File: src/rtl/wave_sequencer_pkg.sv
// rtl/wave_sequencer_pkg.sv - shared definitions for the waveform sequencer
// Contents: FSM state encoding, program-entry field offsets, pi reset value.
// Entry layout (LSB first): sel[2:0], amp[1:0], pi[8:0], dwell[DWELL_W-1:0].
package wave_sequencer_pkg;

    typedef enum logic [2:0] {
        ST_IDLE,
        ST_FETCH,
        ST_LOAD,
        ST_PLAY,
        ST_NEXT
    } state_e;

    localparam int SEL_LSB   = 0;
    localparam int AMP_LSB   = 3;
    localparam int PI_LSB    = 5;
    localparam int DWELL_LSB = 14;

    localparam logic [8:0] PI_RESET = 9'h1FC;

endpackage

File: src/rtl/wave_seq_mem.sv
// rtl/wave_seq_mem.sv - program table, synchronous write, 1-cycle synchronous read
// Ports:
//   clk_i            clock
//   we_i/waddr_i     write strobe / address
//   wdata_i          write data (one program entry)
//   raddr_i          read address, captured every cycle
//   rdata_o          entry at raddr_i from the previous edge
// Contents are deliberately not reset.
module wave_seq_mem #(
    parameter int DEPTH = 8,
    parameter int AW    = 3,
    parameter int W     = 30
) (
    input  logic          clk_i,
    input  logic          we_i,
    input  logic [AW-1:0] waddr_i,
    input  logic [W-1:0]  wdata_i,
    input  logic [AW-1:0] raddr_i,
    output logic [W-1:0]  rdata_o
);

    logic [W-1:0] mem_q [DEPTH];

    always_ff @(posedge clk_i) begin
        if (we_i) begin
            mem_q[waddr_i] <= wdata_i;
        end
        rdata_o <= mem_q[raddr_i];
    end

endmodule

File: src/rtl/wave_sequencer.sv
// rtl/wave_sequencer.sv - program-table scheduler for the waveform generator chain
// Optional feature macro: WAVE_SEQ_PAUSE_EN (adds pause input that freezes the dwell count).
// Ports:
//   clk, rst            clock, synchronous active-high reset
//   start, stop         begin program at entry 0 / abort (stop wins)
//   loop_en             wrap to entry 0 after the last entry
//   prog_len            valid entries, latched on start, clamped to DEPTH
//   wr_en/wr_addr/wr_data  program table write port
//   pause               (WAVE_SEQ_PAUSE_EN only) hold dwell count in PLAY
//   sel, amp_sel, pi    generator settings, held between programs
//   init                frequency-selector load strobe
//   busy, done          program running / one-cycle normal-end pulse
//   step_idx            entry currently playing
module wave_sequencer
    import wave_sequencer_pkg::*;
#(
    parameter int DEPTH       = 8,
    parameter int AW          = 3,
    parameter int DWELL_W     = 16,
    parameter int INIT_CYCLES = 5
) (
    input  logic                clk,
    input  logic                rst,
    input  logic                start,
    input  logic                stop,
    input  logic                loop_en,
    input  logic [AW:0]         prog_len,
    input  logic                wr_en,
    input  logic [AW-1:0]       wr_addr,
    input  logic [DWELL_W+13:0] wr_data,
`ifdef WAVE_SEQ_PAUSE_EN
    input  logic                pause,
`endif
    output logic [2:0]          sel,
    output logic [1:0]          amp_sel,
    output logic [8:0]          pi,
    output logic                init,
    output logic                busy,
    output logic                done,
    output logic [AW-1:0]       step_idx
);

    localparam int IW = $clog2(INIT_CYCLES + 1);

    state_e               state_q, state_d;
    logic [AW-1:0]        idx_q, idx_d;
    logic [AW:0]          len_q, len_d;
    logic [DWELL_W-1:0]   cnt_q, cnt_d;
    logic [IW-1:0]        init_cnt_q, init_cnt_d;
    logic [2:0]           sel_q, sel_d;
    logic [1:0]           amp_q, amp_d;
    logic [8:0]           pi_q, pi_d;
    logic                 first_q, first_d;
    logic                 done_q, done_d;
    logic                 hold_cnt;

    logic [DWELL_W+13:0]  rdata;
    logic [2:0]           e_sel;
    logic [1:0]           e_amp;
    logic [8:0]           e_pi;
    logic [DWELL_W-1:0]   e_dwell;

    wave_seq_mem #(
        .DEPTH (DEPTH),
        .AW    (AW),
        .W     (DWELL_W + 14)
    ) u_mem (
        .clk_i   (clk),
        .we_i    (wr_en),
        .waddr_i (wr_addr),
        .wdata_i (wr_data),
        .raddr_i (idx_q),
        .rdata_o (rdata)
    );

    assign e_sel   = rdata[SEL_LSB +: 3];
    assign e_amp   = rdata[AMP_LSB +: 2];
    assign e_pi    = rdata[PI_LSB +: 9];
    assign e_dwell = rdata[DWELL_LSB +: DWELL_W];

`ifdef WAVE_SEQ_PAUSE_EN
    assign hold_cnt = pause;
`else
    assign hold_cnt = 1'b0;
`endif

    always_comb begin
        state_d    = state_q;
        idx_d      = idx_q;
        len_d      = len_q;
        cnt_d      = cnt_q;
        sel_d      = sel_q;
        amp_d      = amp_q;
        pi_d       = pi_q;
        first_d    = first_q;
        done_d     = 1'b0;
        // The init pulse free-runs down to zero; it is only cut short by the
        // next entry's LOAD or by stop, so it may finish after a normal end.
        init_cnt_d = (init_cnt_q != '0) ? init_cnt_q - 1'b1 : '0;

        case (state_q)
            ST_IDLE: begin
                if (start && !stop) begin
                    if (prog_len == '0) begin
                        done_d = 1'b1;
                    end else begin
                        state_d = ST_FETCH;
                        idx_d   = '0;
                        first_d = 1'b1;
                        len_d   = (prog_len > (AW+1)'(DEPTH)) ? (AW+1)'(DEPTH) : prog_len;
                    end
                end
            end
            ST_FETCH: begin
                state_d = ST_LOAD;
            end
            ST_LOAD: begin
                sel_d   = e_sel;
                amp_d   = e_amp;
                pi_d    = e_pi;
                cnt_d   = (e_dwell == '0) ? DWELL_W'(1) : e_dwell;
                first_d = 1'b0;
                if (first_q || (e_pi != pi_q)) begin
                    init_cnt_d = IW'(INIT_CYCLES);
                end else begin
                    init_cnt_d = '0;
                end
                state_d = ST_PLAY;
            end
            ST_PLAY: begin
                if (!hold_cnt) begin
                    if (cnt_q == DWELL_W'(1)) begin
                        state_d = ST_NEXT;
                    end else begin
                        cnt_d = cnt_q - 1'b1;
                    end
                end
            end
            ST_NEXT: begin
                if ({1'b0, idx_q} == len_q - 1'b1) begin
                    if (loop_en) begin
                        idx_d   = '0;
                        state_d = ST_FETCH;
                    end else begin
                        done_d  = 1'b1;
                        state_d = ST_IDLE;
                    end
                end else begin
                    idx_d   = idx_q + 1'b1;
                    state_d = ST_FETCH;
                end
            end
            default: begin
                state_d = ST_IDLE;
            end
        endcase

        if (stop && (state_q != ST_IDLE)) begin
            state_d    = ST_IDLE;
            init_cnt_d = '0;
            done_d     = 1'b0;
        end
    end

    always_ff @(posedge clk) begin
        if (rst) begin
            state_q    <= ST_IDLE;
            idx_q      <= '0;
            len_q      <= '0;
            cnt_q      <= '0;
            init_cnt_q <= '0;
            sel_q      <= '0;
            amp_q      <= '0;
            pi_q       <= PI_RESET;
            first_q    <= 1'b0;
            done_q     <= 1'b0;
        end else begin
            state_q    <= state_d;
            idx_q      <= idx_d;
            len_q      <= len_d;
            cnt_q      <= cnt_d;
            init_cnt_q <= init_cnt_d;
            sel_q      <= sel_d;
            amp_q      <= amp_d;
            pi_q       <= pi_d;
            first_q    <= first_d;
            done_q     <= done_d;
        end
    end

    assign sel      = sel_q;
    assign amp_sel  = amp_q;
    assign pi       = pi_q;
    assign init     = (init_cnt_q != '0);
    assign busy     = (state_q != ST_IDLE);
    assign done     = done_q;
    assign step_idx = idx_q;

endmodule

File: config.mk
export PLATFORM = sky130hd
export DESIGN_NAME = wave_sequencer
export DESIGN_NICKNAME = d
export VERILOG_FILES = /design/src/rtl/wave_sequencer_pkg.sv /design/src/rtl/wave_seq_mem.sv /design/src/rtl/wave_sequencer.sv
export SDC_FILE = /design/constraint.sdc
export NUM_CORES = 1
export LEC_CHECK = 0
export ABC_AREA = 0
export CAP_MARGIN = 20
export CORE_UTILIZATION = 59
export CTS_CLUSTER_DIAMETER = 80
export DETAILED_ROUTE_END_ITERATION = 8
export GPL_TIMING_DRIVEN = 0
export HOLD_SLACK_MARGIN = 0.12
export PLACE_DENSITY = 0.81
export RECOVER_POWER = 100
export SYNTH_ARGS = -nofsm -noshare
export SYNTH_HDL_FRONTEND = slang
export SYNTH_SLANG_ARGS = --single-unit
export TNS_END_PERCENT = 30
File: constraint.sdc
create_clock -name clk -period 4.4 [get_ports clk]
set_input_delay 0.88 -clock clk [delete_from_list [all_inputs] [get_ports clk]]
set_output_delay 0.88 -clock clk [all_outputs]
set_load 0.02 [all_outputs]
==> results of run 1 <==
-- synthesized netlist by cell type, drive strengths merged, types with 9 or more instances --
| cell type | count | area (um^2) |
|---|---|---|
| a21oi | 36 | 188 |
| buf | 16 | 116 |
| clkbuf | 21 | 78.8 |
| dfxtp | 75 | 1500 |
| edfxtp | 240 | 7210 |
| inv | 9 | 33.8 |
| mux2 | 31 | 349 |
| mux4 | 60 | 1350 |
| nand2 | 61 | 229 |
| nand3b | 11 | 82.6 |
| nor2 | 27 | 101 |
| nor3 | 14 | 70.1 |
| nor4 | 11 | 68.8 |
| o21ai | 18 | 90.1 |
| xor2 | 12 | 105 |
-- registers in the layout, indices dropped and copies added (netlist names) --
name and cells:
state_q 3, cnt_q 16, u_mem.mem_q 240, init_cnt_q 3
pi 9, sel 3, amp_sel 2, first_q 1
len_q 4, step_idx 3, done 1, u_mem.rdata_o 30
-- cell usage in the layout, fill, tap and decap left out, drive strengths merged, types with 12 or more instances in the layout --
cell         netlist  final
nor2              27     27
edfxtp           240    240
mux2              31     31
nor3              14     14
buf               16     15
xor2              12     12
a21oi             36     36
nand2             61     61
mux4              60     60
dfxtp             75     75
clkbuf            21     77
dlygate4sd3        0     54
o21ai             18     18
-- layout make-up --
| type | instances | area [um^2] |
|---|---|---|
| multi-input cells | 348 | 3180 |
| fillers | 1301 | 6010 |
| diodes | 1 | 2.50 |
| repair buffers | 74 | 801 |
| flip-flops and latches | 315 | 8710 |
| clock buffers | 43 | 838 |
| plain buffers | 37 | 174 |
| inverters | 9 | 33.8 |
| clock inverters | 10 | 81.3 |
| well taps | 270 | 338 |
-- worst max-delay path by stage --
stage               slack [ns]  depth (start not counted)                      endpoint                     from
floorplan                 0.81                          2   u_mem.mem_q[0][0]$_DFFE_PP_               wr_addr[0]
global placement         -1.76                          3  u_mem.mem_q[0][13]$_DFFE_PP_               wr_addr[0]
detailed placement        1.35                          5  u_mem.mem_q[1][12]$_DFFE_PP_                    wr_en
CTS                       1.60                          4                          busy  state_q[2]$_SDFFE_PP0P_
global route              1.14                          5  u_mem.mem_q[1][15]$_DFFE_PP_               wr_addr[0]
finish                    1.25                          4  u_mem.mem_q[4][18]$_DFFE_PP_               wr_addr[1]
-- metal layers --
layer  global-route usage  wire length (um)  up-vias
li1                     -                 -     2989
met2                0.425             12900      309
met4               0.0921               629        6
met5                    0                43        -
met3               0.0455              1860       67
met1                0.324             10000     3375
-- worst max-delay path: cells and delay by family --
family | cells | cell delay (ns)
buf+inv | 2 | 0.85
simple gates | 2 | 1.65
-- stage by stage --
stage                     worst slack, ns  cell area [um^2]  setup TNS (ns)  total power (W)
after floorplan                     0.813             12100               0          0.00354
after global placement              -1.76             13100         -126.58          0.00366
after detailed placement             1.35             13400               0          0.00369
after CTS                            1.60             14300               0          0.00605
after global routing                 1.14             14200               0          0.00619
final                                1.25             14200               0          0.00600
-- cell families (layout without fill, tap and decap cells) --
kind of cell             count (synthesis)  after routing  synth area share
flip-flops                             315            315             0.718
AND/OR/NAND/NOR                        152            152            0.0625
multiplexers                            93             93             0.142
AO/OA/AOI/OAI                           84             84            0.0429
buffers and inverters                   46            173            0.0189
XOR/XNOR                                13             13           0.00939
adder cells (fa/ha/maj)                  6              6           0.00619
other                                    0              1                 0
-- power groups by stage --
stage | combinational, W | sequential (W) | clock [W]
final | 0.000281 | 0.00333 | 0.00239
after global placement | 0.000266 | 0.00339 | 0
after CTS | 0.000301 | 0.00333 | 0.00242
after detailed placement | 0.000299 | 0.00339 | 0
after floorplan | 0.000151 | 0.00339 | 0
after global routing | 0.000311 | 0.00334 | 0.00254
==> key figures, run 1 <==
Outcome
  • Outcome: complete, but fails checks
  • Failing checks: max-capacitance violations, max-slew violations

Clock network
  • Setup Buffers After CTS: 0
  • CTS tree: yes
  • Cts hold-fix bufs: 0
  • Clock Latency Late Sink: 0.55 ns
  • CTS Sinks: 315
  • Gates resized, CTS repair: 0
  • H-tree Lvls: 1
  • Clock-pin slew on the worst setup and hold paths: 0.06 ns
  • CTS Buf Count: 29
  • Bufs on Longest Clock Path: 3
  • Clock root cell: clkbuf_16

Critical path
  • Worst Setup End Kind: flip-flop
  • Setup Crit Path Kind: primary input to flip-flop
  • CP max stage delay: 1.46 ns
  • Max FO, Critical Path: 16
  • R2R setup slack: 1.68 ns
  • Worst-path cell chain: dlygate4sd3_1, nand2b_1, nor2_1, buf_16
  • Type of origin of the critical path: primary input
  • R2R Path Start: step_idx[0]$_SDFFE_PP0P_
  • CP Data Required Time: 4.64 ns
  • FF-to-FF path depth: 4
  • Critical Path AT: 3.39 ns
  • CP max-delay cell: nor2_1
  • Reg-to-Reg End: u_mem.rdata_o[14]$_DFF_P_

Drt
  • DRT Wirelength: 25.5 mm
  • DR pass1 iterations: 6
  • Routed len/inst: 23.0 um
  • Final ANT Viol Nets: 0
  • Vias per cell: 6.09
  • Vias: 6746
  • Post-route DRC: 0
  • Number of DRC markers in iteration 0: 629

Pwr
  • Sw frac: 0.202
  • Psw: 0.00121 W
  • Clk pwr share: 0.398
  • Comb power frac: 0.047
  • Flop pwr share: 0.555
  • Int Pwr: 0.00479 W
  • PD cells: 424 nW/um^2
  • Maximum vdd drop: 343 uV
  • P_leak: 4.63 nW

Finish
  • Layout area overhead: 16.7%
  • Final #Nets: 863
  • Final core utilization: 0.702
  • Final Non-Filler Cells: 1107
  • Share of layout cells above drive strength 1: 0.185

STA
  • Post-route clock period utilization: 0.716
  • Slew @ Worst Pin: 1.97 ns
  • Worst slew margin: -0.317
  • Clock period minus worst slack: 3.15 ns
  • Final Max Slew Viols: 56
  • RSZ-0062 raised after global routing: false
  • Final setup viols: 0
  • Hold Fails Final Rpt: 0
  • Hold Slack: 0.443 ns
  • Final Skew: 0.00830 ns
  • Max Freq: 0.317 GHz

Run
  • Max-cap violations: 4

Worst hold path
  • Hold Path End: sel[1]$_SDFFE_PP0P_
  • Critical hold path startpoint: u_mem.rdata_o[1]$_DFF_P_
  • Tightest Hold Check Type: flip-flop to flip-flop
  • Hold Crit Depth: 2

Floorplanning
  • Total core area: 20200 um^2
  • Chip width: 145 um
  • Die area: 21100 um^2
  • # rows: 52
  • Starting Density: 0.601
  • IO Pins: 63
  • Die Y-Extent: 145 um

Logic synthesis
  • Asr flop ratio synth: 0
  • Post-synthesis register bit count: 315
  • Synth Flop Type: edfxtp_1
  • Post-synth EDFFs: 240
  • Mapped Nets: 758
  • Cells after Synth: 709
  • Synthesized area per cell: 17.1 um^2
  • Post-synthesis sequential area ratio: 0.718
  • Unique masters post-synth: 51
  • Synth warnings: 0
  • Synthesized area: 12100 um^2

Global routing
  • All-Layer GR Usage: 0.249
  • Largest net degree at the start of global routing: 20
  • Vias in the first global route: 7079
  • Initial antenna violation count: 3
  • First-pass GRT wire length: 39.5 mm
  • Gr ovfl total: 0

Placement
  • Dpl hpwl: 16.5 mm
  • IO buf count: 62
  • GPL Wtd Cong: 0.882
  • # placed instances: 1053
Power figures use the tool's default switching activity.
==> run 2, diff against run 1 <==
Clock period 4.4 ns to 3.1 ns, I/O delays scaled along.
==> run 2 against run 1 <==
Effect of this change: the run now ends clean; worst hold slack gained 0.011 ns; clock power grew 51%; critical path type unchanged; wire length grew 3.8%; final area is essentially flat; largest power group unchanged.
==> key figures, run 2 (same netlist as run 1, synthesis figures left out) <==
Clock network
  • CTS Buf Count: 30
  • H-tree Lvls: 1
  • CTS tree: yes
  • Clock Latency Late Sink: 0.55 ns
  • Clock root cell: clkbuf_16
  • Gates resized, CTS repair: 0
  • Cts hold-fix bufs: 0
  • Clock-pin slew on the worst setup and hold paths: 0.06 ns
  • Setup Buffers After CTS: 0
  • Bufs on Longest Clock Path: 3
  • CTS Sinks: 315

Worst hold path
  • Hold Crit Depth: 2
  • Tightest Hold Check Type: flip-flop to flip-flop
  • Hold Path End: amp_sel[1]$_SDFFE_PP0P_
  • Critical hold path startpoint: u_mem.rdata_o[4]$_DFF_P_

Drt
  • Vias: 6841
  • DRT Wirelength: 26.5 mm
  • Routed len/inst: 23.9 um
  • Final ANT Viol Nets: 0
  • Post-route DRC: 0
  • Vias per cell: 6.17
  • DR pass1 iterations: 5
  • Number of DRC markers in iteration 0: 657

Pwr
  • PD cells: 618 nW/um^2
  • P_leak: 4.67 nW
  • Sw frac: 0.205
  • Int Pwr: 0.00696 W
  • Flop pwr share: 0.541
  • Clk pwr share: 0.413
  • Maximum vdd drop: 797 uV
  • Comb power frac: 0.046
  • Psw: 0.00179 W

Finish
  • Layout area overhead: 16.8%
  • Fillers: 1275
  • Most common cell after layout, fill and taps aside: edfxtp_1
  • Final core utilization: 0.702
  • Final Non-Filler Cells: 1109
  • Final #Nets: 863
  • Biggest register: u_mem.mem_q
  • Final instance area: 14200 um^2
  • Largest regs: u_mem.mem_q x240, u_mem.rdata_o x30, cnt_q x16
  • Most frequent cells in the layout: edfxtp_1, dfxtp_1, nand2_1
  • Max reg flops: 240
  • Share of layout cells above drive strength 1: 0.196

Floorplanning
  • Total core area: 20200 um^2
  • Starting Density: 0.601
  • Die area: 21100 um^2
  • IO Pins: 63
  • Chip width: 145 um
  • Die Y-Extent: 145 um
  • # rows: 52

Global routing
  • Vias in the first global route: 7071
  • Gr ovfl total: 0
  • Initial antenna violation count: 1
  • First-pass GRT wire length: 40.5 mm
  • Largest net degree at the start of global routing: 26
  • All-Layer GR Usage: 0.258

Critical path
  • Max FO, Critical Path: 9
  • FF-to-FF path depth: 6
  • Worst Setup End Kind: flip-flop
  • CP Data Required Time: 3.36 ns
  • Reg-to-Reg End: cnt_q[11]$_SDFFE_PP0P_
  • Critical Path AT: 3.05 ns
  • Type of origin of the critical path: primary input
  • R2R setup slack: 0.33 ns
  • R2R Path Start: cnt_q[6]$_SDFFE_PP0P_
  • Setup Crit Path Kind: primary input to flip-flop

STA
  • Setup Total Neg Slack: 0 ns
  • Final Max Slew Viols: 0
  • Max Freq: 0.358 GHz
  • Hold Fails Final Rpt: 0
  • Worst slew margin: 0.310
  • Clock period minus worst slack: 2.79 ns
  • Final setup viols: 0
  • Slew @ Worst Pin: 1.03 ns
  • Post-route clock period utilization: 0.902
  • Final Skew: 0.0119 ns
  • RSZ-0062 raised after global routing: false

Placement
  • # placed instances: 1052
  • Dpl hpwl: 16.0 mm
  • IO buf count: 62
  • GPL Wtd Cong: 0.889
  • Area post-placement: 13300 um^2

Outcome
  • Outcome: complete, no violations

Run
  • Max-cap violations: 0
run 2: cell count changes in the layout (fill, tap and decap cells not counted), sizes merged:
cell,previous run,this run
buf,15,14
clkbuf,77,80
clkdlybuf4s50,8,9
clkinv,6,8
clkinvlp,2,1
dlygate4sd3,54,53
inv,10,9
run 2: cell type report:
type	count	area [um^2]	area share
Clock inverter	10	87.6	0.00619
Inverter	9	33.8	0.00239
Multi-Input combinational cell	348	3190	0.225
Antenna cell	1	2.50	0.000177
Tap cell	270	338	0.0239
Buffer	37	176	0.0125
Sequential cell	315	8710	0.615
Clock buffer	46	912	0.0644
Timing Repair Buffer	73	712	0.0503
run 2: power groups by stage:
stage	Clock (W)	Combinational (W)	Sequential, W
2_1_floorplan	0	0.000215	0.00481
3_3_place_gp	0	0.000380	0.00481
3_5_place_dp	0	0.000428	0.00482
4_1_cts	0.00364	0.000433	0.00473
5_1_grt	0.00381	0.000437	0.00474
6_report	0.00361	0.000404	0.00474
run 2: routing by layer:
metal,vias up,track usage,wire length [um]
met5,-,0,0
met3,40,0.0348,1820
li1,2989,-,-
met1,3506,0.350,10500
met4,0,0.0795,405
met2,306,0.441,13700
run 2: worst max-delay path by stage:
| stage | start | end | cells after the start |
|---|---|---|---|
| 2_1_floorplan | wr_en | u_mem.mem_q[1][0]$_DFFE_PP_ | 2 |
| 3_3_place_gp | wr_en | u_mem.mem_q[1][13]$_DFFE_PP_ | 3 |
| 3_5_place_dp | wr_en | u_mem.mem_q[1][12]$_DFFE_PP_ | 6 |
| 4_1_cts | state_q[2]$_SDFFE_PP0P_ | busy | 4 |
| 5_1_grt | wr_addr[0] | u_mem.mem_q[0][14]$_DFFE_PP_ | 5 |
| 6_report | wr_addr[1] | u_mem.mem_q[1][10]$_DFFE_PP_ | 5 |
run 2: metrics by stage:
step / power, W / worst slack, ns / hold WS, ns
2_1_floorplan: 0.00502 / -0.135 / 0.417
3_3_place_gp: 0.00519 / -2.77 / 0.429
3_5_place_dp: 0.00525 / 0.0431 / 0.439
4_1_cts: 0.00881 / 0.532 / 0.456
5_1_grt: 0.00899 / 0.226 / 0.471
6_report: 0.00875 / 0.305 / 0.454
run 2: critical path, cell delays in order:
cell	delay [ns]
dlygate4sd3_1	0.62
nor3_2	0.79
clkbuf_1	0.58
buf_6	0.24
buf_6	0.18
